[src/rtl/card_pkg.sv]
// Shared types and constants for the card dealer: rank encoding, deck size,
// FSM state and requester identities, plus small rank helpers.
package card_pkg;

    typedef logic [3:0] rank_t;

    localparam rank_t RANK_MIN  = 4'd1;
    localparam rank_t RANK_MAX  = 4'd13;
    localparam int    NUM_RANKS = 13;
    localparam int    DECK_SIZE = 52;

    typedef enum logic [1:0] {
        IDLE  = 2'd0,
        DRAW  = 2'd1,
        SCAN  = 2'd2,
        GRANT = 2'd3
    } dealer_state_t;

    typedef enum logic {
        PLAYER = 1'b0,
        DEALER = 1'b1
    } requester_t;

    function automatic logic rank_valid(rank_t r);
        return (r >= RANK_MIN) && (r <= RANK_MAX);
    endfunction

    // Scan order wraps K back to A.
    function automatic rank_t next_rank(rank_t r);
        return (r == RANK_MAX) ? RANK_MIN : r + 4'd1;
    endfunction

endpackage

[src/rtl/card_if.sv]
// Draw request / grant handshake between the game FSMs and the card dealer,
// together with the dealt card and deck status seen by both game FSMs.
interface card_if;
    import card_pkg::*;

    logic       req_player;
    logic       req_dealer;
    logic       grant_player;
    logic       grant_dealer;
    rank_t      card;
    logic [5:0] cards_left;
    logic       deck_empty;

    modport master (
        output req_player, req_dealer,
        input  grant_player, grant_dealer, card, cards_left, deck_empty
    );

    modport slave (
        input  req_player, req_dealer,
        output grant_player, grant_dealer, card, cards_left, deck_empty
    );

endinterface

[src/rtl/deck_tracker.sv]
// Per-rank dealt counters for one deck: availability query for a single rank,
// increment on deal, bulk clear on shuffle, and the remaining-card count.
module deck_tracker
    import card_pkg::*;
#(
    parameter int MAX_PER_RANK = 4
) (
    input  logic       clk,
    input  logic       rst,
    input  logic       clear,
    input  logic       inc,
    input  rank_t      query_rank,
    output logic       avail,
    output logic [5:0] cards_left,
    output logic       deck_empty
);

    logic [NUM_RANKS-1:0] rank_sel;
    logic [NUM_RANKS-1:0] rank_open;
    logic [5:0]           cards_left_reg;
    logic                 deck_empty_reg;

    // Each rank owns its counter so a shuffle clears all of them in one cycle.
    generate
        for (genvar gi = 0; gi < NUM_RANKS; gi++) begin : g_rank
            logic [2:0] count_reg;

            assign rank_sel[gi]  = (query_rank == rank_t'(gi + 1));
            assign rank_open[gi] = (count_reg < 3'(MAX_PER_RANK));

            always_ff @(posedge clk or posedge rst) begin
                if (rst) begin
                    count_reg <= '0;
                end else if (clear) begin
                    count_reg <= '0;
                end else if (inc && rank_sel[gi] && rank_open[gi]) begin
                    count_reg <= count_reg + 3'd1;
                end
            end
        end
    endgenerate

    // Out-of-range ranks select nothing, so they are never available.
    assign avail = |(rank_sel & rank_open);

    always_ff @(posedge clk or posedge rst) begin
        if (rst) begin
            cards_left_reg <= 6'(DECK_SIZE);
            deck_empty_reg <= 1'b0;
        end else if (clear) begin
            cards_left_reg <= 6'(DECK_SIZE);
            deck_empty_reg <= 1'b0;
        end else if (inc && avail) begin
            cards_left_reg <= cards_left_reg - 6'd1;
            deck_empty_reg <= (cards_left_reg == 6'd1);
        end
    end

    assign cards_left = cards_left_reg;
    assign deck_empty = deck_empty_reg;

endmodule

[src/rtl/card_dealer.sv]
// Single-deck card dispenser: round-robin arbitration between player and dealer,
// LFSR rank sampling with rejection of exhausted ranks, and a bounded fallback scan.
module card_dealer
    import card_pkg::*;
#(
    parameter int MAX_PER_RANK = 4,
    parameter int RETRY_LIMIT  = 16
) (
    input  logic  clk,
    input  logic  rst,
    input  rank_t rnd,
    input  logic  shuffle,
    card_if.slave bus,
    output logic  busy
);

    localparam logic [1:0] ST_IDLE  = IDLE;
    localparam logic [1:0] ST_DRAW  = DRAW;
    localparam logic [1:0] ST_SCAN  = SCAN;
    localparam logic [1:0] ST_GRANT = GRANT;

    localparam int RW = (RETRY_LIMIT > 1) ? $clog2(RETRY_LIMIT) : 1;

    logic [1:0]    state_reg,  state_next;
    requester_t    winner_reg, winner_next;
    requester_t    last_reg,   last_next;
    logic [RW-1:0] retry_reg,  retry_next;
    rank_t         scan_reg,   scan_next;
    rank_t         card_reg,   card_next;

    logic       deal;
    logic       avail;
    rank_t      query_rank;
    logic [5:0] cards_left_w;
    logic       deck_empty_w;

    // DRAW checks the live LFSR value; SCAN walks its own rank pointer.
    assign query_rank = (state_reg == ST_SCAN) ? scan_reg : rnd;

    deck_tracker #(
        .MAX_PER_RANK (MAX_PER_RANK)
    ) u_deck (
        .clk        (clk),
        .rst        (rst),
        .clear      (shuffle),
        .inc        (deal),
        .query_rank (query_rank),
        .avail      (avail),
        .cards_left (cards_left_w),
        .deck_empty (deck_empty_w)
    );

    always_comb begin
        state_next  = state_reg;
        winner_next = winner_reg;
        last_next   = last_reg;
        retry_next  = retry_reg;
        scan_next   = scan_reg;
        card_next   = card_reg;
        deal        = 1'b0;

        if (shuffle) begin
            state_next = ST_IDLE;
        end else begin
            case (state_reg)
                ST_IDLE: begin
                    if ((bus.req_player || bus.req_dealer) && !deck_empty_w) begin
                        state_next = ST_DRAW;
                        retry_next = '0;
                        if (bus.req_player && bus.req_dealer) begin
                            winner_next = (last_reg == DEALER) ? PLAYER : DEALER;
                        end else begin
                            winner_next = bus.req_player ? PLAYER : DEALER;
                        end
                    end
                end
                ST_DRAW: begin
                    if (avail) begin
                        deal       = 1'b1;
                        card_next  = query_rank;
                        state_next = ST_GRANT;
                    end else if (retry_reg == RW'(RETRY_LIMIT - 1)) begin
                        state_next = ST_SCAN;
                        scan_next  = rank_valid(rnd) ? rnd : RANK_MIN;
                    end else begin
                        retry_next = retry_reg + RW'(1);
                    end
                end
                ST_SCAN: begin
                    // cards_left > 0 here, so some rank is free within 13 steps.
                    if (avail) begin
                        deal       = 1'b1;
                        card_next  = query_rank;
                        state_next = ST_GRANT;
                    end else begin
                        scan_next = next_rank(scan_reg);
                    end
                end
                ST_GRANT: begin
                    last_next  = winner_reg;
                    state_next = ST_IDLE;
                end
                default: state_next = ST_IDLE;
            endcase
        end
    end

    always_ff @(posedge clk or posedge rst) begin
        if (rst) begin
            state_reg  <= ST_IDLE;
            winner_reg <= PLAYER;
            last_reg   <= DEALER;
            retry_reg  <= '0;
            scan_reg   <= RANK_MIN;
            card_reg   <= '0;
        end else begin
            state_reg  <= state_next;
            winner_reg <= winner_next;
            last_reg   <= last_next;
            retry_reg  <= retry_next;
            scan_reg   <= scan_next;
            card_reg   <= card_next;
        end
    end

    // A shuffle landing on the GRANT cycle voids the card, so the pulse is masked.
    assign bus.grant_player = (state_reg == ST_GRANT) && (winner_reg == PLAYER) && !shuffle;
    assign bus.grant_dealer = (state_reg == ST_GRANT) && (winner_reg == DEALER) && !shuffle;
    assign bus.card         = card_reg;
    assign bus.cards_left   = cards_left_w;
    assign bus.deck_empty   = deck_empty_w;
    assign busy             = (state_reg != ST_IDLE);

endmodule

[src/flat_wrapper.sv]
// flat-port wrapper written by rule: the top's interface ports become plain ports
module card_dealer_flat import card_pkg::*;
#(
    parameter int MAX_PER_RANK = 4,
    parameter int RETRY_LIMIT  = 16
)
  (clk, rst, rnd, shuffle, busy, bus_req_player, bus_req_dealer, bus_grant_player, bus_grant_dealer, bus_card, bus_cards_left, bus_deck_empty);
  card_if bus_i ();
  input  logic clk;
  input  logic rst;
  input  rank_t rnd;
  input  logic shuffle;
  output logic busy;
  input wire logic [$bits(bus_i.req_player)-1:0] bus_req_player;
  input wire logic [$bits(bus_i.req_dealer)-1:0] bus_req_dealer;
  output wire logic [$bits(bus_i.grant_player)-1:0] bus_grant_player;
  output wire logic [$bits(bus_i.grant_dealer)-1:0] bus_grant_dealer;
  output wire logic [$bits(bus_i.card)-1:0] bus_card;
  output wire logic [$bits(bus_i.cards_left)-1:0] bus_cards_left;
  output wire logic [$bits(bus_i.deck_empty)-1:0] bus_deck_empty;
  assign bus_i.req_player = bus_req_player;
  assign bus_i.req_dealer = bus_req_dealer;
  assign bus_grant_player = bus_i.grant_player;
  assign bus_grant_dealer = bus_i.grant_dealer;
  assign bus_card = bus_i.card;
  assign bus_cards_left = bus_i.cards_left;
  assign bus_deck_empty = bus_i.deck_empty;
  card_dealer #(.MAX_PER_RANK(MAX_PER_RANK), .RETRY_LIMIT(RETRY_LIMIT)) u_core (.clk(clk), .rst(rst), .rnd(rnd), .shuffle(shuffle), .bus(bus_i), .busy(busy));
endmodule
[config.mk]
export PLATFORM = sky130hd
export DESIGN_NAME = card_dealer_flat
export DESIGN_NICKNAME = d
export VERILOG_FILES = /design/src/rtl/card_pkg.sv /design/src/rtl/card_if.sv /design/src/rtl/deck_tracker.sv /design/src/rtl/card_dealer.sv /design/src/flat_wrapper.sv
export SDC_FILE = /design/constraint.sdc
export NUM_CORES = 1
export LEC_CHECK = 0
export ABC_AREA = 1
export CAP_MARGIN = 5
export CORE_MARGIN = 5
export CORE_UTILIZATION = 36
export CTS_CLUSTER_DIAMETER = 100
export DETAILED_ROUTE_END_ITERATION = 8
export DONT_BUFFER_PORTS = 1
export HOLD_SLACK_MARGIN = 0.06
export PLACE_DENSITY_LB_ADDON = 0.05
export SLEW_MARGIN = 20
export SYNTH_ARGS = -nofsm -noshare
export SYNTH_HDL_FRONTEND = slang
export SYNTH_SLANG_ARGS = --single-unit
[constraint.sdc]
create_clock -name clk -period 2.27 [get_ports clk]
set_clock_uncertainty 0.05 [all_clocks]
set_input_delay 0.3405 -clock clk [delete_from_list [all_inputs] [get_ports clk]]
set_output_delay 0.3405 -clock clk [all_outputs]
set_load 0.1 [all_outputs]
**Word level (Yosys, flattened, before mapping)**

Cells that the tools add are included.

- Bits in registers: 62
- Input port bits: 9
- Word-level logic and storage cells: 198
- Output and inout port bits: 14

- $add $sub $neg: 16
- Reduce and logical (&&, ||, !) cells: 63
- Equality and inequality tests: 27
- $lt $le $gt $ge: 15
- Bitwise gates (word level): 3
- Mux-type cells: 53

Operator list:

| cell | number |
|---|---|
| $mux 3 | 26 |
| $add 3x1->3 const B | 13 |
| $lt 3x3->1 const B | 13 |
| $mux 4 | 9 |
| $logic_and 1x1->1 | 34 |
| $reduce_bool 2->1 | 17 |
| $eq 4x4->1 const B | 8 |
| $eq 4x3->1 const B | 4 |
| $pmux 4 s2 | 2 |
| $and 13x13->13 | 1 |
| $reduce_or 13->1 | 1 |
| $mux 6 | 2 |
| $mux 2 | 5 |
| $reduce_and 5->1 | 2 |
| $reduce_and 3->1 | 3 |
| $add 4x1->4 const B | 2 |
| $eq 4x2->1 const B | 2 |
| $mux 1 | 8 |
| $pmux 2 s4 | 1 |
| $eq 6x1->1 const B | 1 |
| $ne 2x2->1 const B | 3 |
| $sub 6x1->6 const B | 1 |
| $eq 2x2->1 const B | 2 |
| $eq 4x1->1 const B | 1 |
| other kinds (13) | 16 |

**Depth between registers and ports, before layout**

- Word-level depth: 12
- Depth in mapped cells: 18
- Depth with buffers taken out: 16

**Hierarchy**

A second synthesis with hierarchy kept.

- Cells, all modules: 449
- Area total of the unflattened synthesis: 3495.9 um^2

Modules (own cells, without submodules):

| module | times used | sequential area each (um^2) | cells an instance | area an instance (um^2) |
|---|---|---|---|---|
| deck_tracker | 1 | 1154.9 | 292 | 2432.3 |
| card_dealer | 1 | 402.9 | 157 | 1063.5 |

**Worst setup path after synthesis**

Ideal clock, no wire load.

- Path kind: input port to output port
- Start: in shuffle
- End: out bus_grant_player
- Data required time: 1879 ps
- Arrival: 2174 ps
- Buffers on the path: 2
- Cell stages on the path: 5
- Path slack: -294 ps
- Cell sequence: clkbuf_1 inv_1 buf_2 nand2_1 nor2_1

- Word-level cells in the longest chain between the ends: 2

Ends and longest elaborated chain:

| item | line | RTL |
|---|---|---|
| from (decl) | flat_wrapper.sv:12 | `input logic shuffle;` |
| $logic_not 1->1 | card_dealer.sv:127 | `assign bus.grant_player = (state_reg == ST_GRANT) && (winner_reg == PLAYER) && !shuffle;` |
| $logic_and 1x1->1 | card_dealer.sv:127 |  |
| to (decl) | flat_wrapper.sv:16 | `output wire logic [$bits(bus_i.grant_player)-1:0] bus_grant_player;` |

No other way between the ends.

**Worst setup path in the final report**

- Start: reg u_core.state_reg[0]
- End: reg u_core.u_deck.cards_left_reg[4] (netlist: u_core.u_deck.cards_left[4])

- Word-level cells in the longest chain between the ends: 10
- Elaborated cells on any way between the ends: 24
- Classes of those cells: eq/ne (15); mux (4); bitwise (1); reduce/logical (4)

Ends and longest elaborated chain:

| item | line | RTL |
|---|---|---|
| from (decl) | card_dealer.sv:24 | `logic [1:0] state_reg, state_next;` |
| from (signal assigned) | card_dealer.sv:117 | `state_reg <= state_next;` |
| $eq 2x2->1 | card_dealer.sv:38, card_dealer.sv:65 |  |
| $mux 4 | card_dealer.sv:38 | `assign query_rank = (state_reg == ST_SCAN) ? scan_reg : rnd;` |
| $eq 4x1->1, or another cell as far along | deck_tracker.sv:28 | `assign rank_sel[gi] = (query_rank == rank_t'(gi + 1));` |
| $and 13x13->13 | deck_tracker.sv:44 | `assign avail = \|(rank_sel & rank_open);` |
| $reduce_or 13->1 | deck_tracker.sv:44 |  |
| $mux 1 | card_dealer.sv:78, card_dealer.sv:91 |  |
| $mux 1 | n/a |  |
| $mux 1 | card_dealer.sv:62 | `if (shuffle) begin` |
| $logic_and 1x1->1 (*) | deck_tracker.sv:53 | `end else if (inc && avail) begin` |
| $reduce_bool 2->1 (no line) (*) | n/a |  |
| to (signal assigned) | deck_tracker.sv:48 | `cards_left_reg <= 6'(DECK_SIZE);` |
| to (signal assigned) | deck_tracker.sv:51 | `cards_left_reg <= 6'(DECK_SIZE);` |
| to (signal assigned) | deck_tracker.sv:54 | `cards_left_reg <= cards_left_reg - 6'd1;` |
| to (decl) | deck_tracker.sv:20 | `logic [5:0] cards_left_reg;` |

Mark *: on every way between the ends. The rest lies on a longest branch, timed or not.
A chain may end at the register's enable or synchronous reset.

==> run metrics <==
global-route wire length before repair=14.6 mm; critical path endpoint category=flop; ratio of total power to cell area=1150 mW/mm^2; min Tclk post-route=2.29 ns; count of max-cap constraint violations=0; leakage power summed over all cells=2.37 nW; cell count after synthesis=460; transition time at the pin with the least slew margin=0.560 ns; weighted congestion at the end of routability-driven global placement=0.842; global-route congestion overflow total=0; final routed wire length divided by cell count=13.4 um; Worst Setup Slack, final=-0.0183 ns; number of synthesized flops with an enable pin=0; share of layout cells above drive strength 1=34.7%; library cell with the largest summed area after synthesis=dfrtp_1; failing checks=negative setup slack; count of standard-cell rows=36; unrepaired setup endpoints after global routing=yes; Final Routed Wirelength=8.88 mm; share of synthesized area occupied by flip-flops and latches=43.3%; Synth Flop Type=dfrtp_1; Die X=110 um; diodes inserted=0; # placed instances=630; TritonCTS clock tree=built; met1 usage=20.0%; critical path start-end classification=flop to flop; Max Slew Vio Count=0; critical-path maximum fanout=6; worst vdd rail ir drop=0.531 mV; fin cells=664; relative max-transition margin=62.7%; Port Buf Inserts=0; count of yosys warnings during synthesis=0; count of final setup violators=3; number of nets in the layout=557; met3 usage in global routing=2.76%; top post-synthesis cells by area=dfrtp_1, nand2_1, ha_1, nand3_1, inv_1; Pre-Repair DR Iteration Count=4; via/cell ratio=4.70; layer with the highest usage after global routing=met2; required time reported for the critical path endpoint=2.49 ns; Final Hold Viols=0; number of H-tree branching levels=3; top-area cell type share of the netlist area=39.7%; HPWL after detailed placement=6.05 mm; via count of the first global-routing pass=3115; distinct cell type count after synthesis=33; Root Buffer Master=clkbuf_8; overall die height=110 um; clock tree sinks=62; final instance area=0.00493 mm^2; Syn-to-layout area delta=37.2%; via count=3123; setup tns final=-0.0317 ns; post-place setup slack=-0.182 ns; Avg Synthesized Cell Area=7.81 um^2; Final ANT Viol Nets=0; clk_lat worst skew=0.34 ns; post-route core utilization=50.4%; startpoint types=flop; total I/O pin count=23; all-layer global routing usage=15.4%; CTS clk-pin slew, worst paths=0.07 ns; antenna violations before repair=0; post-synthesis net count=491; starting utilization of the core area=36.8%; result of the run=complete, but fails checks; Bufs on Longest Clock Path=2; number of flip-flops under the largest register name=39; class of the most critical hold timing path=input port to flop; arrival time worst endpoint=2.51 ns; Post-Place Cell Area=0.00408 mm^2; largest net degree at the start of global routing=37; starting DRC count in detailed routing=141; mapped cell area=0.00359 mm^2; final worst-path cycle share=101%; total CTS buffers=9; most frequent cell after synthesis=nand2_1; GRT met2 Usage=25.0%; DRC Markers=0; synth cell count leaders=nand2_1, inv_1, dfrtp_1; FFs w/ async S/R, synth=100%; highest attainable clock frequency=0.437 GHz; Core Region=0.00977 mm^2; floorplan die area=0.0121 mm^2; #FFs+latches synth=62
==> layout by cell type, fill, tap and decap left out, drive strengths merged <==
cell | synthesis | layout
o22ai | 1 | 1
dfrtp | 57 | 57
o21ai | 40 | 40
clkbuf | 2 | 15
dlygate4sd3 | 0 | 3
nand2 | 128 | 128
nand4 | 4 | 4
bufinv | 0 | 1
o32ai | 1 | 1
o31ai | 1 | 1
dfstp | 5 | 5
buf | 8 | 62
nor4 | 1 | 1
a32oi | 2 | 2
a21oi | 13 | 13
ha | 22 | 22
nand3b | 4 | 4
a31oi | 1 | 1
nor2 | 45 | 45
inv | 69 | 69
xor2 | 4 | 4
or2 | 1 | 1
nand3 | 51 | 51
==> cell type report <==
type,instances,area (um^2)
multi-input combinational,319,2180
tap,133,166
fill,963,4850
clock buffer,15,156
clock inverter,1,30.0
sequential,62,1560
inverter,69,274
timing repair buffer,65,559
==> metal layers <==
layer / part of all wire (%) / routed length, um
met5: 0 / 0
met2: 49 / 4350
met4: 1.9 / 166
met3: 3.3 / 289
met1: 46 / 4070
==> stage by stage <==
step | total power [mW] | hold WS [ns]
2_1_floorplan | 3.23 | 0.387
3_3_place_gp | 3.89 | 0.271
3_5_place_dp | 3.90 | 0.275
4_1_cts | 4.98 | 0.0838
5_1_grt | 6.04 | 0.102
6_report | 5.65 | 0.106
==> final timing paths <==
| kind | from | endpoint | slack [ns] | depth (start not counted) |
|---|---|---|---|---|
| max | u_core.state_reg[0]$_DFFE_PP0P_ | u_core.u_deck.cards_left[4]$_DFFE_PP1P_ | -0.02 | 17 |
| min | shuffle | u_core.u_deck.g_rank[9].count_reg[0]$_DFFE_PP0P_ | 0.11 | 3 |
| max reg2reg | u_core.state_reg[0]$_DFFE_PP0P_ | u_core.u_deck.cards_left[4]$_DFFE_PP1P_ | -0.02 | 17 |
| min reg2reg | u_core.last_reg$_DFFE_PP1P_ | u_core.last_reg$_DFFE_PP1P_ | 0.43 | 2 |
| max in group asynchronous | rst | u_core.u_deck.cards_left[5]$_DFFE_PP1P_ | 1.28 | 3 |
| min in group asynchronous | rst | u_core.bus.card[2]$_DFFE_PP0P_ | 0.48 | 3 |
==> repair_timing <==
item                                   CTS  global route
gates cloned                             0             0
hold buffers                             3             0
resized for setup                       15           113
endpoints found under the hold margin   67             0
setup endpoints to repair               60            60
pin swaps                                2            27
buffers inserted                         1            15
==> where the power goes <==
part	total [mW]	internal (mW)	leakage [nW]	switching [mW]
Clock	0.956	0.541	0.0919	0.416
Combinational	3.18	1.13	1.45	2.05
Sequential	1.51	1.30	0.826	0.217
Total	5.65	2.96	2.37	2.69
==> worst max-delay path: stages (launching register included) <==
cell and delay [ns]:
dfrtp_1 0.38, inv_2 0.11, ha_4 0.21, buf_6 0.14, nand2_4 0.06, nand2_4 0.11
nand3_4 0.08, nor2_4 0.14, nor2_2 0.04, nand2_1 0.07, nor2_2 0.04, nand2_2 0.14
nand2_8 0.11, buf_8 0.17, buf_4 0.14, nand2_4 0.07, o21ai_1 0.06, o21ai_1 0.08
==> cells by family after synthesis <==
logic type	synth area share (%)
AOI/OAI and AO/OA	8.98
and+or+nand+nor	30.0
xor gates and xnor gates	0.975
buffers and inverters	9.05
adders and majority gates	7.66
DFF	43.3
(Power assumes the default switching activity.)
